### config.mk
export PLATFORM = sky130hd
export DESIGN_NAME = ch3_wave_sequencer
export DESIGN_NICKNAME = d
export VERILOG_FILES = /design/src/rtl/ch3_pkg.sv /design/src/rtl/ch3_freq_timer.sv /design/src/rtl/ch3_wave_sequencer.sv
export SDC_FILE = /design/constraint.sdc
export NUM_CORES = 1
export LEC_CHECK = 0
export ABC_AREA = 0
export CAP_MARGIN = 20
export CELL_PAD_IN_SITES_DETAIL_PLACEMENT = 1
export CELL_PAD_IN_SITES_GLOBAL_PLACEMENT = 2
export CORE_MARGIN = 2
export CORE_UTILIZATION = 31
export DETAILED_ROUTE_END_ITERATION = 7
export PLACE_DENSITY = 0.9
export SLEW_MARGIN = 10
export SYNTH_ARGS = -nofsm -noshare
export SYNTH_HDL_FRONTEND = slang
export SYNTH_SLANG_ARGS = --single-unit
### constraint.sdc
create_clock -name amuk_4mhz -period 2.3 [get_ports amuk_4mhz]
set_clock_uncertainty 0.2 [all_clocks]
set_input_delay 0.23 -clock amuk_4mhz [delete_from_list [all_inputs] [get_ports amuk_4mhz]]
set_output_delay 0.23 -clock amuk_4mhz [all_outputs]
set_load 0.01 [all_outputs]
### src/rtl/ch3_pkg.sv
// Shared widths and types for the channel-3 wave playback slice.
// Constants only: no logic, no latency, no backpressure.
// Imported by the frequency timer and the wave sequencer.
package ch3_pkg;

  localparam int TIMER_W = 11;
  localparam int POS_W   = 5;
  localparam int RAM_AW  = 4;
  localparam logic [TIMER_W-1:0] TIMER_MAX = 11'h7FF;

  typedef logic [POS_W-1:0] pos_t;

endpackage

### src/rtl/ch3_freq_timer.sv
// Channel-3 prescaler plus 11-bit up-counting frequency timer; step pulses on wrap.
// Latency: step is combinational in the tick cycle where timer == 2047.
// Backpressure: none; freezes while run is low, load overrides everything else.
module ch3_freq_timer
  import ch3_pkg::*;
#(
  parameter int DIV = 2
) (
  input  logic               clk,
  input  logic               rst,
  input  logic               run,
  input  logic               load,
  input  logic [TIMER_W-1:0] load_val,
  input  logic [TIMER_W-1:0] freq,
  output logic               step
);

  localparam int PW = (DIV > 1) ? $clog2(DIV) : 1;
  localparam logic [PW-1:0] PRE_LAST = PW'(DIV - 1);

  logic [PW-1:0]      prescaler;
  logic [TIMER_W-1:0] timer;
  logic               tick;

  assign tick = run && (prescaler == PRE_LAST);
  assign step = tick && (timer == TIMER_MAX);

  // freq is only sampled at the wrap reload, so mid-period writes wait a period
  always_ff @(posedge clk or posedge rst) begin
    if (rst) begin
      prescaler <= '0;
      timer     <= '0;
    end else if (load) begin
      prescaler <= '0;
      timer     <= load_val;
    end else if (run) begin
      prescaler <= tick ? '0 : prescaler + 1'b1;
      if (tick) begin
        timer <= (timer == TIMER_MAX) ? freq : timer + 1'b1;
      end
    end
  end

endmodule

### src/rtl/ch3_wave_sequencer.sv
// Channel-3 playback controller: sample position, wave RAM fetch/latch strobes, CPU arbitration.
// Latency: fetch one cycle after a step, sample_ld one cycle after the fetch; CPU path combinational.
// Backpressure: none; CPU is redirected in fetch cycles and blocked otherwise while playing.
module ch3_wave_sequencer
  import ch3_pkg::*;
#(
  parameter int DIV        = 2,
  parameter int TRIG_DELAY = 3
) (
  input  logic               amuk_4mhz,
  input  logic               apu_reset,
  input  logic               dac_en,
  input  logic               trigger,
  input  logic               len_stop,
  input  logic [TIMER_W-1:0] freq,
  input  logic [RAM_AW-1:0]  cpu_addr,
  input  logic               cpu_rd,
  input  logic               cpu_wr,
  output logic [RAM_AW-1:0]  ram_addr,
  output logic               ram_rd,
  output logic               ram_wr,
  output logic               sample_ld,
  output logic               nibble_sel,
  output logic               ch3_active,
  output logic               cpu_rd_ok
);

  logic stop;
  logic restart;
  logic step;
  logic fetch;
  pos_t pos;

  // a stop request in the same cycle as a trigger wins
  assign stop    = !dac_en || len_stop;
  assign restart = trigger && !stop;

  ch3_freq_timer #(
    .DIV (DIV)
  ) u_freq_timer (
    .clk      (amuk_4mhz),
    .rst      (apu_reset),
    .run      (ch3_active && !stop),
    .load     (restart),
    .load_val (freq - TIMER_W'(TRIG_DELAY)),
    .freq     (freq),
    .step     (step)
  );

  always_ff @(posedge amuk_4mhz or posedge apu_reset) begin
    if (apu_reset) begin
      ch3_active <= 1'b0;
      pos        <= '0;
      fetch      <= 1'b0;
      sample_ld  <= 1'b0;
    end else begin
      sample_ld <= fetch;
      if (stop) begin
        ch3_active <= 1'b0;
        fetch      <= 1'b0;
      end else if (trigger) begin
        ch3_active <= 1'b1;
        pos        <= '0;
        fetch      <= 1'b0;
      end else begin
        fetch <= step;
        if (step) begin
          pos <= pos + 1'b1;
        end
      end
    end
  end

  assign nibble_sel = pos[0];

  // CPU writes in the fetch cycle replace the playback read so the latch captures the written byte
  always_comb begin
    ram_addr  = '0;
    ram_rd    = 1'b0;
    ram_wr    = 1'b0;
    cpu_rd_ok = 1'b0;
    if (!apu_reset) begin
      if (!ch3_active) begin
        ram_addr  = cpu_addr;
        ram_wr    = cpu_wr;
        ram_rd    = cpu_rd && !cpu_wr;
        cpu_rd_ok = 1'b1;
      end else begin
        ram_addr = pos[POS_W-1:1];
        if (fetch) begin
          ram_wr    = cpu_wr;
          ram_rd    = !cpu_wr;
          cpu_rd_ok = 1'b1;
        end
      end
    end
  end

endmodule

# Yosys cells after proc, flatten, opt, wreduce, memory -nomap -nowiden
# Index checks and enable logic that the tools add are counted.
# word_totals
ff_bits,20
word_cells,51
# op_classes
addsub,4
n_eq_ne,1
bitwise_logic,1
mux,24
n_reduce_logical,15
# ops
operator,n
$mux 11,4
$mux 1,16
$add 11x1->11 const B,1
$eq 11x11->1 const B,1
$sub 11x2->11 const B,1
$mux 5,2
$mux 4,2
$reduce_bool 2->1,4
$add 5x1->5 const B,1
$logic_and 1x1->1,5
$reduce_and 2->1,2
$logic_not 1->1,3
$add 1x1->1 const B,1
$logic_or 1x1->1,1
$not 1->1,1

# Longest topological paths before layout
# Gate-level depths: netlist of the first run.
# depth
word_depth,8
depth_mapped,6

# Hierarchy
# From an unflattened synthesis of the first run, not the netlist that was laid out.
# hier_totals
cells_unflattened,173
area_unflattened_um2,1511.4
# by_module_without_submodules
module,seq_area_each_um2,cells_each,area_each_um2,instances
ch3_freq_timer,300.3,107,895.9,1
ch3_wave_sequencer,200.2,66,615.6,1

# Least setup slack after synthesis of the first run
# OpenSTA, ideal clock, no wires.
# synth_timing
path_kind,reg-to-reg
startpoint,reg u_freq_timer.timer[0]
endpoint,reg pos[4]
stages_incl_launch_ff,7
t_arrival_ns,1.593
synth_period_minus_slack_ns,1.919
setup_time_ns,0.126
setup_slack_ns,0.381
cell_sequence,dfrtp_1 > ha_1 > buf_2 > inv_1 > nor4_4 > o21ai_2 > a221o_1
# synth_via
elab_chain_cells,4
# synth_lines
item,line,text
"start, declared",ch3_freq_timer.sv:22,logic [TIMER_W-1:0] timer;
"start signal, assigned",ch3_freq_timer.sv:35,timer <= load_val;
"start signal, assigned",ch3_freq_timer.sv:39,timer <= (timer == TIMER_MAX) ? freq : timer + 1'b1;
$eq 11x11->1,ch3_freq_timer.sv:26,assign step = tick && (timer == TIMER_MAX);
$logic_and 1x1->1,ch3_freq_timer.sv:26,
$reduce_bool 2->1 (no line),-,
$reduce_and 2->1 (no line),-,
"end signal, assigned",ch3_wave_sequencer.sv:68,pos <= pos + 1'b1;
"end, declared",ch3_wave_sequencer.sv:32,pos_t pos;
# Every way passes these cells.
# A chain may end at the register's enable or synchronous reset.

# Worst setup path in the final report of the first run
# layout_timing
startpoint,reg ch3_active
endpoint,out ram_rd
# layout_via
elab_chain_cells,2
# layout_lines
item,line,text
"start, declared",ch3_wave_sequencer.sv:24,"output logic ch3_active,"
"start signal, assigned",ch3_wave_sequencer.sv:52,ch3_active <= 1'b0;
"start signal, assigned",ch3_wave_sequencer.sv:59,ch3_active <= 1'b0;
"start signal, assigned",ch3_wave_sequencer.sv:62,ch3_active <= 1'b1;
$mux 1,ch3_wave_sequencer.sv:83,if (!ch3_active) begin
$mux 1,ch3_wave_sequencer.sv:82,if (!apu_reset) begin
"end, declared",ch3_wave_sequencer.sv:20,"output logic ram_rd,"
# Every way passes these cells.

==> metrics.md, run 1 <==
| Metric | Value |
|---|---|
| Status | `complete, no violations` |
| Fmax | `462 MHz` |
| Netlist cell types | `53` |
| Worst IR Drop VDD | `0.216 mV` |
| Arrival time at the worst endpoint | `1.74 ns` |
| TritonCTS buffer count | `3` |
| Combinational power share | `28.3%` |
| Fin crit share | `94.2%` |
| Crit path kind | `reg -> out` |
| CTS tree | `built` |
| Final Critical Period | `2.17 ns` |
| DP HPWL | `3380 um` |
| GPL Wtd Cong | `0.846` |
| Final core utilization | `43.3%` |
| Pre-Repair DR Iteration Count | `4` |
| Crit path capture type | `output port` |
| Final instance area | `0.00204 mm^2` |
| Post-DR wirelength/cell | `15.3 um` |
| Initial DRC count | `43` |
| HP Class | `reg -> reg` |
| Part of the Yosys area used for sequential elements | `33.0%` |
| Number of H-tree levels | `1` |
| GR peak layer | `met2` |
| Highest-count cells in the layout ignoring fill and taps | `clkdlybuf4s50_1 (31), dfrtp_1 (19), buf_4 (16)` |
| Post-Syn Instances | `164` |
| Post-synthesis cell area | `0.00152 mm^2` |
| Chip Height | `73.9 um` |
| Global Route Usage Sum | `17.0%` |
| Worst slew margin | `67.7%` |
| Buffers added on ports | `31` |
| Syn-to-layout area delta | `34.7%` |
| M2 GR Usage | `29.7%` |
| GR Overflow Total | `0` |
| P per Cell Area | `486 mW/mm^2` |
| Final Max Tran Viols | `0` |
| Register bit count reported by yosys | `20` |
| Hold slack | `0.183 ns` |
| Global-route wire length before repair | `7230 um` |
| RSZ-0062 raised after global routing | `false` |
| Setup TNS | `0 ns` |
| Area post-placement | `0.00200 mm^2` |
| Maximum Capacitance Violations | `0` |
| Root Buffer | `clkbuf_8` |
| Switch share | `33.9%` |
| CP Data Required Time | `1.87 ns` |
| Clk sink count | `20` |
| Power, Total | `0.993 mW` |
| Average size of a mapped cell | `9.25 um^2` |
| I/O pin cnt | `32` |
| # Post-CTS Setup Buffers | `0` |
| Clock latency on the worst-skew pair | `0.26 ns` |
| Share of layout cells above drive strength 1 | `17.3%` |
| Nets | `235` |
| Row Count | `25` |
| Seq pwr share | `47.9%` |
| DRC Markers | `0` |
| Finish-stage setup viols | `0` |
| Initial antenna violation count | `0` |
| Worst-Margin Slew | `0.472 ns` |
| Ant. Diodes | `0` |
| Vias in the first global route | `1460` |
| Final ANT Viol Nets | `0` |
| Initial Utilization | `32.1%` |
| Commonest non-fill, non-tap cell in the layout | `clkdlybuf4s50_1` |
| Synth area leader | `dfrtp_1` |
| Static leakage | `0.809 nW` |
| Clk pwr share | `23.8%` |
| Top cell type's share of synthesized area | `33.0%` |
| Async set-reset flop share out of synthesis | `100%` |
| Net Count, Synth | `189` |
| Syn. warnings | `0` |
| Routed WL | `4220 um` |
| R2R Setup Slk | `0.27 ns` |
| Reg clk slew, reported paths | `0.07 ns` |
| GR Layer Usage met1 | `22.3%` |
| Switch Pwr | `0.336 mW` |
| Hold Vio Cnt, Final | `0` |
| Worst-path maximum fanout | `10` |
| Area contributors post-synth | `dfrtp_1 (33%), mux2i_1 (4.0%), a21oi_1 (3.6%)` |
| Die Area | `0.00547 mm^2` |
| M3 GR Usage | `2.44%` |
| Vias post-DR | `1446` |
| Ys flop type | `dfrtp_1` |
| EDFF count, synth | `0` |
| CTS Buffer Depth | `2` |
| Via-per-instance ratio | `5.26` |
| Core Area | `0.00472 mm^2` |
| Internal power | `0.656 mW` |
| Filler cell count | `566` |
| Startpoint types | `register` |
| Die width | `73.9 um` |
| Maximum number of pins on one net before global-route repair | `21` |
## metrics by stage
stage,cells,setup slack [ns]
final,275,0.135
after global placement,272,0.111
after floorplan,164,0.381
after CTS,275,0.0500
after detailed placement,272,0.0705
after global routing,275,0.0528
## critical path: stages, from the launching register on
cell	delay, ns
dfrtp_2	0.50
a21oi_1	0.21
nor3b_1	0.20
clkdlybuf4s50_1	0.56
## layout make-up
| cell class | count | area [um^2] | area share, % |
|---|---|---|---|
| well taps | 67 | 83.8 | 4.10 |
| multi-input cells | 130 | 956 | 46.8 |
| inverters | 8 | 30.0 | 1.47 |
| repair buffers | 47 | 430 | 21.1 |
| clock buffers | 3 | 41.3 | 2.02 |
| flip-flops and latches | 20 | 502 | 24.6 |
## flip-flops by register name (all words and copies together) (netlist names)
signal / flops
sample_ld: 1
ch3_active: 1
u_freq_timer.prescaler: 1
fetch: 1
u_freq_timer.timer: 11
pos: 5
## synth_stat cells, types with 4 or more instances
cell type and number:
a21oi_1 11, dfrtp_1 20, inv_1 8, mux2i_1 6, nand2_1 10, nand3_1 10, nor2_1 12, nor3_1 6
nor4_1 4, o21ai_0 4, o31ai_1 4, xor2_1 6
## path summary, 6_finish.rpt
check / from / end / cells after the start
setup / recovery: ch3_active / ram_rd / 3
hold / removal: fetch / sample_ld / 0
setup reg to reg: u_freq_timer.timer[0] / pos[2] / 5
hold reg to reg: fetch / sample_ld / 0
max in group asynchronous: apu_reset / ch3_active / 4
min in group asynchronous: apu_reset / pos[3] / 4
## metal layers
metal / vias up / wire length [um]
li1: 716 / -
met1: 690 / 1950
met2: 35 / 2070
met3: 5 / 158
met4: 0 / 40
met5: - / 0
## repair_timing
action / CTS / global route
setup endpoints to repair: 0 / 1
resized for setup: 0 / 1
hold endpoints to repair: 0 / 0
hold buffers: 0 / 0
## power groups by stage
stage          clock (mW)  combinational [mW]  sequential [mW]
6_report            0.236               0.281            0.476
5_1_grt             0.255               0.314            0.482
4_1_cts             0.241               0.285            0.474
3_5_place_dp            0               0.283            0.481
3_3_place_gp            0               0.277            0.479
2_1_floorplan           0               0.166            0.459
## cell families after synthesis
family | share of synthesized area [%]
AO/OA/AOI/OAI | 20.9
XOR/XNOR | 5.20
adder cells (fa/ha/maj) | 2.48
buffers and inverters | 3.96
flip-flops | 33.0
multiplexers | 5.45
AND/OR/NAND/NOR | 29.0
No activity file was read; power rests on OpenSTA's default activity.
==> run 2, diff against run 1 <==
--- a/config.mk
+++ b/config.mk
@@ -11,6 +11,7 @@
 export CELL_PAD_IN_SITES_GLOBAL_PLACEMENT = 2
 export CORE_MARGIN = 2
 export CORE_UTILIZATION = 31
+export CTS_CLUSTER_SIZE = 10
 export DETAILED_ROUTE_END_ITERATION = 7
 export PLACE_DENSITY = 0.9
 export SLEW_MARGIN = 10
==> results of run 2 <==
Final layout, timing and power as in run 1 (identical DEF).
==> RTL edit (flow settings as in run 1) <==
Change the package constant `TIMER_W` from 11 to 13.
--- a/src/rtl/ch3_pkg.sv
+++ b/src/rtl/ch3_pkg.sv
@@ -4,5 +4,5 @@
 package ch3_pkg;
 
-  localparam int TIMER_W = 11;
+  localparam int TIMER_W = 13;
   localparam int POS_W   = 5;
   localparam int RAM_AW  = 4;
Interface: changed (resized freq); port bits go from 32 to 34. The function was not compared with the original's and may differ.
==> RTL edit against run 1 <==
- worst setup slack got worse by 0.061 ns
- combinational power about the same
- wire length increased by 30%
- sequential cell count increased by 2
- synthesized area increased by 5.6%
- die area increased by 5.3%
- critical path depth increased by 5
- sequential share of layout area decreased by 0.43 points
- total power increased by 6.7%
- via count increased by 24%
- cell area increased by 12%
==> RTL edit: results (changes against run 1) <==
CRIT-REG2REG-LAUNCH='u_freq_timer.timer[1]'
GLOBAL_ROUTE_WIRE_LENGTH_BEFORE_REPAIR_UM=8890  # +23%
ROUTEDWLPERCELL_UM=17.2  # +12%
FILLERS=625  # +10%
MAPPEDNETLISTNETS=212  # +12%
SYNTH_MUX_AREA_SHARE_PCT=3.13  # -2.3 points
HOLD_PATH_CLASS='in -> reg'
DR_TOTAL_VIAS=1790  # +24%
LARGEST_NET_DEGREE_AT_THE_START_OF_GLOBAL_ROUTING=23  # +9.5%
MIN_DELAY_PATH_DEPTH=2  # +2
HOLD_PATH_END='u_freq_timer.timer[0]'
NNETSFINAL=275  # +17%
DRT_ITER0_MARKERS=147  # +240%
LARGEST_REGISTER_FFS=13  # +2
TIMING.CRITICAL_PATH.FANOUT_MAX=4  # -6
STATUS='completed'
FINAL_LAYOUT_SIZE_SUFFIX_GT1_SHARE_PCT=21.1  # +3.7 points
SYNTH-SEQ-AREA-SHARE_PCT=34.4  # +1.4 points
TRACK_USAGE_PCT=20.6  # +3.6 points
DPL.HPWL_UM=4300  # +27%
SYNTH-XOR-AREA-SHARE_PCT=2.73  # -2.5 points
GP_ROUTABILITY_CONGESTION=0.932  # +10%
TOTAL_LEAKAGE_POWER_nW=0.928  # +15%
TIMING.RR.END='u_freq_timer.timer[10]'
HTREEDEPTH=1  # unchanged
SYNTH.CELLS.MOST_FREQUENT='sky130_fd_sc_hd__dfrtp_1 (22), sky130_fd_sc_hd__nand2_1 (15), sky130_fd_sc_hd__nand3_1 (12), sky130_fd_sc_hd__nor2_1 (12), sky130_fd_sc_hd__o21ai_0 (12)'
SYNTH_COMPOUND_AREA_SHARE_PCT=23.4  # +2.5 points
MIN_FROM='freq[0]'
CP_TOP_FAMILY='simple AND/OR/NAND/NOR gates'
R2R_SETUP_SLACK_NS=0.14  # -0.13 ns
SEQ_CELL_POWER_uW=483  # +1%
BIGGEST_REGISTERS_AFTER_LAYOUT='u_freq_timer.timer x13, pos x5'
POST_SYNTH_MAIN_AREA_CONTRIBUTORS='sky130_fd_sc_hd__dfrtp_1 (34%), sky130_fd_sc_hd__nand3_1 (3.8%), sky130_fd_sc_hd__o21ai_0 (3.8%)'
CP.ARRIVAL_NS=2.18  # +0.44 ns
MAX_STAGE_DELAY_NS=0.43  # -0.13 ns
SYNTH_ADDER_AREA_SHARE_PCT=2.34  # -0.13 points
REG2REGPATHDEPTH=7  # +2
SYNTH.DISTINCT_CELLS=58  # +9.4%
PORT_BUFS=33  # +6.5%
MAX-VDD-IR-DROP_uV=239  # +11%
MAX-SLEW-MARGIN-REL_PCT=72.4  # +4.6 points
[RTL edit: cell types whose count changed in the layout (fill, tap and decap cells not counted), sizes merged, moves of 3 or more]
cell / run 1 / this run
a21oi: 12 / 9
a221o: 3 / 0
a31oi: 1 / 5
buf: 16 / 31
nand2: 10 / 16
nand3: 10 / 13
nand4: 4 / 8
o21ai: 5 / 13
o22ai: 0 / 4
or4: 3 / 0
xor2: 6 / 2
[RTL edit: metal layers]
layer,routed length (um),vias to the layer above,track usage [%]
met5,0,-,0
met4,71,0,5.26
met3,235,7,2.51
met2,2750,47,37.0
met1,2410,899,26.0
li1,-,837,-
[RTL edit: layout make-up]
| cell class | count | share of cell area [%] |
|---|---|---|
| clock buffers | 4 | 2.41 |
| inverters | 8 | 1.31 |
| multi-input cells | 149 | 43.6 |
| flip-flops and latches | 22 | 24.1 |
| well taps | 70 | 3.83 |
| repair buffers | 64 | 24.7 |
[RTL edit: through the flow]
step | area (um2) | power, mW | setup WS (ns) | setup TNS, ns | cells
floorplan | 1600 | 0.608 | 0.342 | 0 | 185
global placement | 2200 | 0.755 | -0.144 | -0.157 | 311
detailed placement | 2200 | 0.768 | -0.190 | -0.282 | 311
CTS | 2260 | 1.06 | 0.0322 | 0 | 315
global route | 2290 | 1.12 | -0.00339 | -0.00339 | 317
finish | 2290 | 1.06 | 0.0736 | 0 | 317
[RTL edit: worst max path at each step]
stage | startpoint | endpoint | cells past startpoint
after floorplan | u_freq_timer.timer[0] | u_freq_timer.timer[2] | 8
after global placement | freq[0] | u_freq_timer.timer[12] | 7
after detailed placement | freq[0] | u_freq_timer.timer[12] | 7
after CTS | ch3_active | ram_rd | 3
after global routing | freq[1] | u_freq_timer.timer[10] | 8
final | freq[1] | u_freq_timer.timer[10] | 8
